==> src/rtl/vend_dispense_arbiter_if.sv <==
// Signal bundle joining the per-panel vending controllers and the shared
// motor / change-payout actuators to the dispense arbiter.
interface vend_dispense_arbiter_if #(
  parameter int N_PANELS = 4,
  parameter int ITEM_W   = 2,
  parameter int CHANGE_W = 6
);
  logic [N_PANELS-1:0]          i_req;
  logic [N_PANELS*ITEM_W-1:0]   i_item;
  logic [N_PANELS*CHANGE_W-1:0] i_change;
  logic [N_PANELS-1:0]          o_grant;
  logic [N_PANELS-1:0]          o_done;
  logic [N_PANELS-1:0]          o_fault;
  logic                         o_motor_start;
  logic [ITEM_W-1:0]            o_motor_item;
  logic                         i_motor_done;
  logic                         o_change_valid;
  logic [CHANGE_W-1:0]          o_change_amt;
  logic                         i_change_ready;
  logic                         o_busy;

  modport master (
    input  i_req, i_item, i_change, i_motor_done, i_change_ready,
    output o_grant, o_done, o_fault, o_motor_start, o_motor_item,
           o_change_valid, o_change_amt, o_busy
  );

  modport slave (
    output i_req, i_item, i_change, i_motor_done, i_change_ready,
    input  o_grant, o_done, o_fault, o_motor_start, o_motor_item,
           o_change_valid, o_change_amt, o_busy
  );
endinterface

==> src/rtl/vend_dispense_arbiter.sv <==
// Round-robin owner of the shared dispense motor and change payout unit:
// grants one panel, runs start / wait-with-timeout / pay, then reports done or fault.
module vend_dispense_arbiter #(
  parameter int N_PANELS      = 4,
  parameter int ITEM_W        = 2,
  parameter int CHANGE_W      = 6,
  parameter int MOTOR_TIMEOUT = 255
) (
  input  logic                    i_clk,
  input  logic                    i_resetn,
  vend_dispense_arbiter_if.master bus
);

  localparam int          IDX_W      = (N_PANELS > 1) ? $clog2(N_PANELS) : 1;
  localparam logic [15:0] TIMER_LAST = 16'(MOTOR_TIMEOUT - 1);

  typedef enum logic [2:0] {
    S_IDLE,
    S_START,
    S_WAIT,
    S_PAY,
    S_DONE,
    S_FAULT
  } state_e;

  state_e              state_q, state_d;
  logic [N_PANELS-1:0] grant_q, grant_d;
  logic [IDX_W-1:0]    idx_q, idx_d;
  logic [IDX_W-1:0]    last_q, last_d;
  logic [ITEM_W-1:0]   item_q, item_d;
  logic [CHANGE_W-1:0] change_q, change_d;
  logic [15:0]         timer_q, timer_d;

  logic                pickFound;
  logic [IDX_W-1:0]    pickIdx;
  logic [IDX_W-1:0]    cand;

  // Search starts just after the last served panel, so it sits at lowest priority.
  always_comb begin
    pickFound = 1'b0;
    pickIdx   = '0;
    cand      = '0;
    for (int k = 1; k <= N_PANELS; k++) begin
      cand = IDX_W'((int'(last_q) + k) % N_PANELS);
      if (!pickFound && bus.i_req[cand]) begin
        pickFound = 1'b1;
        pickIdx   = cand;
      end
    end
  end

  always_comb begin
    state_d  = state_q;
    grant_d  = grant_q;
    idx_d    = idx_q;
    last_d   = last_q;
    item_d   = item_q;
    change_d = change_q;
    timer_d  = timer_q;
    unique case (state_q)
      S_IDLE: begin
        if (pickFound) begin
          state_d  = S_START;
          idx_d    = pickIdx;
          grant_d  = {{(N_PANELS-1){1'b0}}, 1'b1} << pickIdx;
          item_d   = bus.i_item[pickIdx*ITEM_W +: ITEM_W];
          change_d = bus.i_change[pickIdx*CHANGE_W +: CHANGE_W];
        end
      end
      S_START: begin
        timer_d = '0;
        state_d = S_WAIT;
      end
      // A motor completion on the terminal timer cycle still counts as success.
      S_WAIT: begin
        timer_d = timer_q + 16'd1;
        if (bus.i_motor_done) begin
          state_d = (change_q != '0) ? S_PAY : S_DONE;
        end else if (timer_q == TIMER_LAST) begin
          state_d = S_FAULT;
        end
      end
      S_PAY: begin
        if (bus.i_change_ready) state_d = S_DONE;
      end
      S_DONE, S_FAULT: begin
        last_d  = idx_q;
        grant_d = '0;
        state_d = S_IDLE;
      end
      default: state_d = S_IDLE;
    endcase
  end

  always_ff @(posedge i_clk or negedge i_resetn) begin
    if (!i_resetn) begin
      state_q  <= S_IDLE;
      grant_q  <= '0;
      idx_q    <= '0;
      last_q   <= IDX_W'(N_PANELS - 1);
      item_q   <= '0;
      change_q <= '0;
      timer_q  <= '0;
    end else begin
      state_q  <= state_d;
      grant_q  <= grant_d;
      idx_q    <= idx_d;
      last_q   <= last_d;
      item_q   <= item_d;
      change_q <= change_d;
      timer_q  <= timer_d;
    end
  end

  // Pulses are decoded from registered state so no input reaches an output combinationally.
  assign bus.o_grant        = grant_q;
  assign bus.o_done         = (state_q == S_DONE)  ? grant_q : '0;
  assign bus.o_fault        = (state_q == S_FAULT) ? grant_q : '0;
  assign bus.o_motor_start  = (state_q == S_START);
  assign bus.o_motor_item   = item_q;
  assign bus.o_change_valid = (state_q == S_PAY);
  assign bus.o_change_amt   = change_q;
  assign bus.o_busy         = (state_q != S_IDLE);

endmodule

==> src/flat_wrapper.sv <==
// flat-port wrapper written by rule: the top's interface ports become plain ports
module vend_dispense_arbiter_flat 
#(
  parameter int N_PANELS      = 4,
  parameter int ITEM_W        = 2,
  parameter int CHANGE_W      = 6,
  parameter int MOTOR_TIMEOUT = 255
)
  (i_clk, i_resetn, bus_i_req, bus_i_item, bus_i_change, bus_i_motor_done, bus_i_change_ready, bus_o_grant, bus_o_done, bus_o_fault, bus_o_motor_start, bus_o_motor_item, bus_o_change_valid, bus_o_change_amt, bus_o_busy);
  vend_dispense_arbiter_if #(.N_PANELS(N_PANELS), .ITEM_W(ITEM_W), .CHANGE_W(CHANGE_W)) bus_i ();
  input  logic i_clk;
  input  logic i_resetn;
  input wire logic [$bits(bus_i.i_req)-1:0] bus_i_req;
  input wire logic [$bits(bus_i.i_item)-1:0] bus_i_item;
  input wire logic [$bits(bus_i.i_change)-1:0] bus_i_change;
  input wire logic [$bits(bus_i.i_motor_done)-1:0] bus_i_motor_done;
  input wire logic [$bits(bus_i.i_change_ready)-1:0] bus_i_change_ready;
  output wire logic [$bits(bus_i.o_grant)-1:0] bus_o_grant;
  output wire logic [$bits(bus_i.o_done)-1:0] bus_o_done;
  output wire logic [$bits(bus_i.o_fault)-1:0] bus_o_fault;
  output wire logic [$bits(bus_i.o_motor_start)-1:0] bus_o_motor_start;
  output wire logic [$bits(bus_i.o_motor_item)-1:0] bus_o_motor_item;
  output wire logic [$bits(bus_i.o_change_valid)-1:0] bus_o_change_valid;
  output wire logic [$bits(bus_i.o_change_amt)-1:0] bus_o_change_amt;
  output wire logic [$bits(bus_i.o_busy)-1:0] bus_o_busy;
  assign bus_i.i_req = bus_i_req;
  assign bus_i.i_item = bus_i_item;
  assign bus_i.i_change = bus_i_change;
  assign bus_i.i_motor_done = bus_i_motor_done;
  assign bus_i.i_change_ready = bus_i_change_ready;
  assign bus_o_grant = bus_i.o_grant;
  assign bus_o_done = bus_i.o_done;
  assign bus_o_fault = bus_i.o_fault;
  assign bus_o_motor_start = bus_i.o_motor_start;
  assign bus_o_motor_item = bus_i.o_motor_item;
  assign bus_o_change_valid = bus_i.o_change_valid;
  assign bus_o_change_amt = bus_i.o_change_amt;
  assign bus_o_busy = bus_i.o_busy;
  vend_dispense_arbiter #(.N_PANELS(N_PANELS), .ITEM_W(ITEM_W), .CHANGE_W(CHANGE_W), .MOTOR_TIMEOUT(MOTOR_TIMEOUT)) u_core (.i_clk(i_clk), .i_resetn(i_resetn), .bus(bus_i));
endmodule
==> config.mk <==
export PLATFORM = sky130hd
export DESIGN_NAME = vend_dispense_arbiter_flat
export DESIGN_NICKNAME = d
export VERILOG_FILES = /design/src/rtl/vend_dispense_arbiter_if.sv /design/src/rtl/vend_dispense_arbiter.sv /design/src/flat_wrapper.sv
export SDC_FILE = /design/constraint.sdc
export NUM_CORES = 1
export LEC_CHECK = 0
export ABC_AREA = 1
export BUFFER_PORTS_ARGS = -buffer_cell sky130_fd_sc_hd__clkbuf_2
export CELL_PAD_IN_SITES_DETAIL_PLACEMENT = 2
export CELL_PAD_IN_SITES_GLOBAL_PLACEMENT = 2
export CORE_MARGIN = 2
export CORE_UTILIZATION = 30
export CTS_BUF_LIST = sky130_fd_sc_hd__clkbuf_16
export DETAILED_ROUTE_END_ITERATION = 16
export GPL_ROUTABILITY_DRIVEN = 0
export PLACE_DENSITY_LB_ADDON = 0.1
export SETUP_SLACK_MARGIN = 0.1
export SLEW_MARGIN = 10
export SYNTH_ARGS = -nofsm -noshare
export SYNTH_HDL_FRONTEND = slang
export SYNTH_SLANG_ARGS = --single-unit
export TNS_END_PERCENT = 5
==> constraint.sdc <==
create_clock -name i_clk -period 4.97 [get_ports i_clk]
set_input_delay 0 -clock i_clk [delete_from_list [all_inputs] [get_ports i_clk]]
set_output_delay 0 -clock i_clk [all_outputs]
set_load 0.01 [all_outputs]
==> metrics.yaml, run 1 <==
drive_gt1_share_pct: 24.32
avgSynthCellArea_sq_um: 6.906
area_growth_pct: 22.98
ant_nets: 0
grt_pass1_wl_um: 13560
drt_iter0_drc: 68
layout_commonest_cell: "nand2_1"
synth_mux_area_share_pct: 0.8552
async_reset_ff_share_pct: 100.0
layout_common_cells: "94 x nand2_1, 62 x clkbuf_2, 50 x inv_1, 47 x nand3_1, 33 x dfrtp_1"
worstSetupStartpointType: "register"
final_nets: 444
synthesis.area_sq_um: 2341
power_density_nw_per_um2: 600.1
synth_top_family_by_area: "simple AND/OR/NAND/NOR gates"
rows: 32
start_util_pct: 30.61
die_h_um: 92.34
final-setup-viol-count: 0
finalSetupTns_ns: 0
synth-xor-area-share_pct: 0
antenna_found_initial: 0
via_count: 2497
synth.distinct_cells: 33
cp_data_required_time_ns: 5.16
hpwlAfterDp_um: 5949
overflow: 0
drc_errors: 0
cts_htree_levels: 2
synth_ff_type: "dfrtp_1"
synth-compound-area-share_pct: 8.872
syn_inst: 339
grt_max_degree: 36
drt_pass1_iterations: 4
cts_tree: "built"
fin_crit_sh_pct: 50.17
power_w: 0.001728
holdWs_ns: 0.02800
postLayoutCoreUtil_pct: 37.65
clk_path_buf_depth: 2
root_buffer: "clkbuf_16"
fin_skew_ns: 0.004556
cts_sinks: 35
slew_headroom_pct: 34.87
ys_ff_latch: 35
dpl-instance-area_sq_um: 2729
p_leak_nw: 1.538
min_period_ns: 2.493
diodes: 0
yosysWarnings: 0
numPortBuffers: 62
rsz0062_at_grt: "no"
endpoint_kind: "register"
fmax_ghz: 0.4011
seq_area_frac_synth_pct: 37.52
insertion_delay_ns: 0.28
vias_per_cell: 4.945
design_area_sq_um: 2879
cts-resized-gates: 0
final_hold_viol_count: 0
cts_inserted_buffers: 5
num-fill-cells: 935
cp_max_fo: 13
arrival_ns: 2.68
crit_type: "register to register"
synth_adder_area_share_pct: 1.069
core_area_sq_um: 7647
worst_slew_pin_slew_ns: 0.9733
status: "finished clean"
die-area_sq_um: 8526
io_pins: 63
globalRouteTotalUtil_pct: 19.76
wl_per_cell_um: 15.17
drv_cap: 0
maxSlewViolCount: 0
ir_drop_mv: 0.1868
clk_pin_slew_ns: 0.05
synth_edf_count: 0
die_w_um: 92.34
hold_class: "input pin to register"
drt_wl_total_um: 7660
post-cts-setup-buffers: 0
syn_nets: 381
grt_pass1_vias: 2845
synth-simple-area-share_pct: 40.94
[logic make-up after synthesis]
kind of cell / Yosys count
AO/OA/AOI/OAI: 33
adder cells (fa/ha/maj): 2
AND/OR/NAND/NOR: 207
buffers and inverters: 60
flip-flops: 35
multiplexers: 2
[stage by stage]
| step | std cells | setup slack (ns) |
|---|---|---|
| after floorplan | 339 | 3.184 |
| after CTS | 505 | 2.422 |
| after global placement | 496 | 2.516 |
| after detailed placement | 496 | 2.446 |
| after global routing | 505 | 2.174 |
| final | 505 | 2.477 |
[flip-flops by register name, indices dropped and copies added, names as in the netlist]
name                     cells
u_core.bus.o_motor_item      2
u_core.idx_q                 2
u_core.last_q                2
u_core.bus.o_grant           4
u_core.state_q               3
u_core.timer_q              16
u_core.bus.o_change_amt      6
[power breakdown]
| part | leakage, nW | internal (W) | switching (W) |
|---|---|---|---|
| Combinational | 1.02 | 0.000299 | 0.000674 |
| Clock | 0.0649 | 0.000182 | 0.000119 |
| Sequential | 0.456 | 0.000373 | 0.0000801 |
[critical path, stage by stage (launching register included)]
cell     delay, ns
dfstp_2       0.69
inv_4         0.10
nand2_2       0.07
nand2_2       0.09
nor2_2        0.23
nand2_1       0.08
nor2_1        0.16
inv_1         0.06
nand2_1       0.37
o21ai_0       0.30
o22ai_1       0.24
[cells in the mapped netlist (4+ instances only)]
| library cell | n | area [sq um] |
|---|---|---|
| a21oi_1 | 4 | 20.02 |
| a31oi_1 | 4 | 25.02 |
| dfrtp_1 | 33 | 825.8 |
| inv_1 | 50 | 187.7 |
| nand2_1 | 94 | 352.8 |
| nand2_2 | 15 | 93.84 |
| nand3_1 | 47 | 235.2 |
| nand4_1 | 8 | 50.05 |
| nor2_1 | 30 | 112.6 |
| o21ai_0 | 13 | 65.06 |
| o22ai_1 | 4 | 25.02 |
[routing by layer]
metal	vias up	GRT usage [%]	part of all wire [%]
li1	1221	-	-
met1	1223	25.23	46
met2	49	35.10	49
met3	4	4.231	3.8
met4	0	2.736	0.57
met5	-	0	0
[area by class of cell]
cell class	count	area [sq um]	area share [%]
Multi-Input combinational cell	244	1211	42.07
Sequential cell	35	878.3	30.51
Timing Repair Buffer	63	320.3	11.13
Inverter	53	201.4	6.997
Tap cell	102	127.6	4.433
Clock buffer	5	125.1	4.346
Clock inverter	3	15.01	0.5215
[final timing paths]
check / slack, ns / to / start / cells past startpoint
min in group asynchronous: 0.39 / u_core.bus.o_grant[2] / i_resetn / 2
hold reg to reg: 0.49 / u_core.bus.o_motor_item[1] / u_core.bus.o_motor_item[1] / 2
setup reg to reg: 2.48 / u_core.bus.o_grant[2] / u_core.last_q[0] / 10
hold / removal: 0.03 / u_core.bus.o_change_amt[4] / bus_i_change[22] / 5
max in group asynchronous: 4.02 / u_core.bus.o_change_amt[4] / i_resetn / 2
setup / recovery: 2.48 / u_core.bus.o_grant[2] / u_core.last_q[0] / 10
[what timing repair did]
item / CTS / global route
setup endpoints to repair: 0 / 0
hold endpoints to repair: 33 / 0
hold buffers: 1 / 0
Note: power is estimated with default switching activity, not from simulation.
==> inputs of run 2 (changes only) <==
Settings changed: ABC_AREA 1 to 0.
Clock period 4.97 ns to 2.3 ns, I/O delays scaled along.
==> run 2 against run 1 <==
  * Utilization grew 2.4 points
  * Clock power grew 110%
  * Synthesized area shrank 6.6%
  * Hold slack gained 0.022 ns
  * Die area shrank 6.3%
  * Total power grew 86%
  * Critical path depth shrank 3
  * Via count shrank 8.0%
  * Fmax grew 14%
  * Synthesized cell count shrank 24%
==> metrics.yaml, run 2 <==
rr_startpoint: "u_core.timer_q[0]"
cts_inserted_buffers: 5  # unchanged
grt_max_degree: 36  # unchanged
cts_sinks: 35  # unchanged
regMostFlops: "u_core.timer_q"
yosys-top-cells-count: "33 x dfrtp_1, 29 x nand2_1, 22 x o21ai_0"
root_buffer: "clkbuf_16"
holdWs_ns: 0.05042  # +0.02242 ns
slew_headroom_pct: 38.83  # +4.0 points
synth_top_cell_by_area: "dfrtp_1"
ant_nets: 0  # unchanged
synth_top_area_share_pct: 37.76  # +2.5 points
synth-compound-area-share_pct: 26.20  # +17 points
drive_gt1_share_pct: 29.57  # +5.3 points
power_density_nw_per_um2: 1126  # +88%
syn_inst: 259  # -24%
worstSetupStartpointType: "register"
wl_per_cell_um: 17.17  # +13%
ys_top_cells_by_area: "dfrtp_1 38%, o21ai_0 5.0%, nand2_1 5.0%"
fin_cells: 427  # -15%
via_count: 2298  # -8.0%
synth_ff_type: "dfrtp_1"
min_period_ns: 2.193  # -0.3009 ns
grt_pass1_wl_um: 11790  # -13%
die_w_um: 89.39  # -3.2%
fmax_ghz: 0.4561  # +14%
rows: 31  # -3.1%
synth_edf_count: 0  # unchanged
hold_class: "input pin to register"
insertion_delay_ns: 0.27  # about the same
fin_crit_sh_pct: 95.33  # +45 points
synth_top_family_by_area: "simple AND/OR/NAND/NOR gates"
die_h_um: 89.39  # -3.2%
layout_common_cells: "62 x clkbuf_2, 33 x dfrtp_1, 29 x nand2_1, 22 x o21ai_0, 19 x nor2_1"
holdPathStages: 3  # -2
worst_slew_pin_slew_ns: 0.9175  # -0.05586 ns
start_util_pct: 30.65  # +0.033 points
placed_cells: 418  # -16%
drt_wl_total_um: 7333  # -4.3%
yosysWarnings: 0  # unchanged
area_growth_pct: 30.55
crit_start: "u_core.timer_q[0]"
drc_errors: 0  # unchanged
avgSynthCellArea_sq_um: 8.444  # +22%
overflow: 0  # unchanged
maxSlewViolCount: 0  # unchanged
p_leak_nw: 1.349  # -12%
final_hold_viol_count: 0  # unchanged
globalRouteTotalUtil_pct: 19.18  # -0.58 points
largest_register_ff_count: 16  # unchanged
synth-xor-area-share_pct: 0  # unchanged
clk_pin_slew_ns: 0.06  # about the same
synth_adder_area_share_pct: 1.144  # +0.075 points
cts_htree_levels: 2  # unchanged
cp_data_required_time_ns: 2.51  # -2.65 ns
clk_path_buf_depth: 2  # unchanged
post-cts-setup-buffers: 0  # unchanged
reg2regPathDepth: 7  # -3
ys_ff_latch: 35  # unchanged
cp_max_fo: 3  # -10
synth_mux_area_share_pct: 1.831  # +0.98 points
status: "finished clean"
drv_cap: 0  # unchanged
layout_commonest_cell: "clkbuf_2"
antenna_found_initial: 0  # unchanged
crit_type: "register to register"
hold_start: "bus_i_change[9]"
final-setup-viol-count: 0  # unchanged
grt_pass1_vias: 2263  # -20%
arrival_ns: 2.40  # -0.28 ns
synth.distinct_cells: 52  # +58%
final_nets: 369  # -17%
multi_input_area_sq_um: 1250  # +3.2%
io_pins: 63  # unchanged
endpoint_kind: "register"
async_reset_ff_share_pct: 100.0  # unchanged
syn_nets: 301  # -21%
fin_skew_ns: 0.006778  # +0.002221 ns
vias_per_cell: 5.382  # +8.8%
num-fill-cells: 863  # -7.7%
diodes: 0  # unchanged
numPortBuffers: 62  # unchanged
ir_drop_mv: 0.3855  # +110%
synth-simple-area-share_pct: 26.54  # -14 points
die-area_sq_um: 7990  # -6.3%
synthesis.area_sq_um: 2187  # -6.6%
drt_iter0_drc: 116  # +71%
postLayoutCoreUtil_pct: 40.01  # +2.4 points
cts_tree: "built"
seq_area_sq_um: 878.3  # unchanged
finalSetupTns_ns: 0  # unchanged
drt_pass1_iterations: 4  # unchanged
yosysMostFrequentCell: "dfrtp_1"
hpwlAfterDp_um: 5636  # -5.3%
seq_area_frac_synth_pct: 40.16  # +2.6 points
rsz0062_at_grt: "yes"
core_area_sq_um: 7137  # -6.7%
[run 2: critical path, cell delays in order (launching register included)]
cell and delay (ns):
dfrtp_1 0.38, inv_1 0.06, ha_1 0.13, or4b_1 0.43, or4_4 0.45, nor4_4 0.19
a311oi_2 0.17, and4bb_2 0.33
[run 2: final cells by class]
cell class / instances / area share (%)
tap: 99 / 4.338
clock buffer: 5 / 4.382
clock inverter: 3 / 0.5259
timing repair buffer: 80 / 15.69
sequential: 35 / 30.76
multi-input combinational: 201 / 43.78
inverter: 4 / 0.5259
[run 2: timing repair]
| item | in CTS | in global routing |
|---|---|---|
| endpoints found under the setup margin | 2 | 4 |
| hold endpoints to repair | 33 | 0 |
| pin swaps | 0 | 1 |
| hold buffers | 1 | 0 |
| resized for setup | 2 | 3 |
[run 2: final timing paths]
check	to	slack (ns)
worst max register to register	u_core.state_q[2]	0.11
worst min register to register	u_core.timer_q[15]	0.50
worst max-delay path	u_core.state_q[2]	0.11
min in group asynchronous	u_core.timer_q[7]	0.40
worst min-delay path	u_core.bus.o_change_amt[3]	0.05
max in group asynchronous	u_core.bus.o_change_amt[5]	1.33
[run 2: cells by family after synthesis]
| group | count (synthesis) |
|---|---|
| compound gates | 85 |
| fa+ha+maj | 2 |
| buf+inv | 23 |
| flops | 35 |
| mux | 4 |
| simple gates | 110 |
[run 2: where the power goes]
group / internal, W / switching (W)
Combinational: 0.000640 / 0.000946
Sequential: 0.000811 / 0.000178
Clock: 0.000393 / 0.000247
[run 2: routing by layer]
metal | wire length, um | global-route usage (%) | up-vias | part of all wire, %
li1 | - | - | 1114 | -
met1 | 3606 | 26.87 | 1133 | 49
met2 | 3388 | 30.91 | 49 | 46
met3 | 316 | 4.063 | 2 | 4.3
met4 | 22 | 3.392 | 0 | 0.30
met5 | 0 | 0 | - | 0
[run 2: through the flow]
stage	instance area [sq um]	worst slack [ns]	power [W]
2_1_floorplan	2187	0.2277	0.001911
6_report	2855	0.1075	0.003215
4_1_cts	2836	0.08818	0.003258
5_1_grt	2855	0.03646	0.003513
3_5_place_dp	2674	0.06167	0.002587
3_3_place_gp	2674	0.1765	0.002536
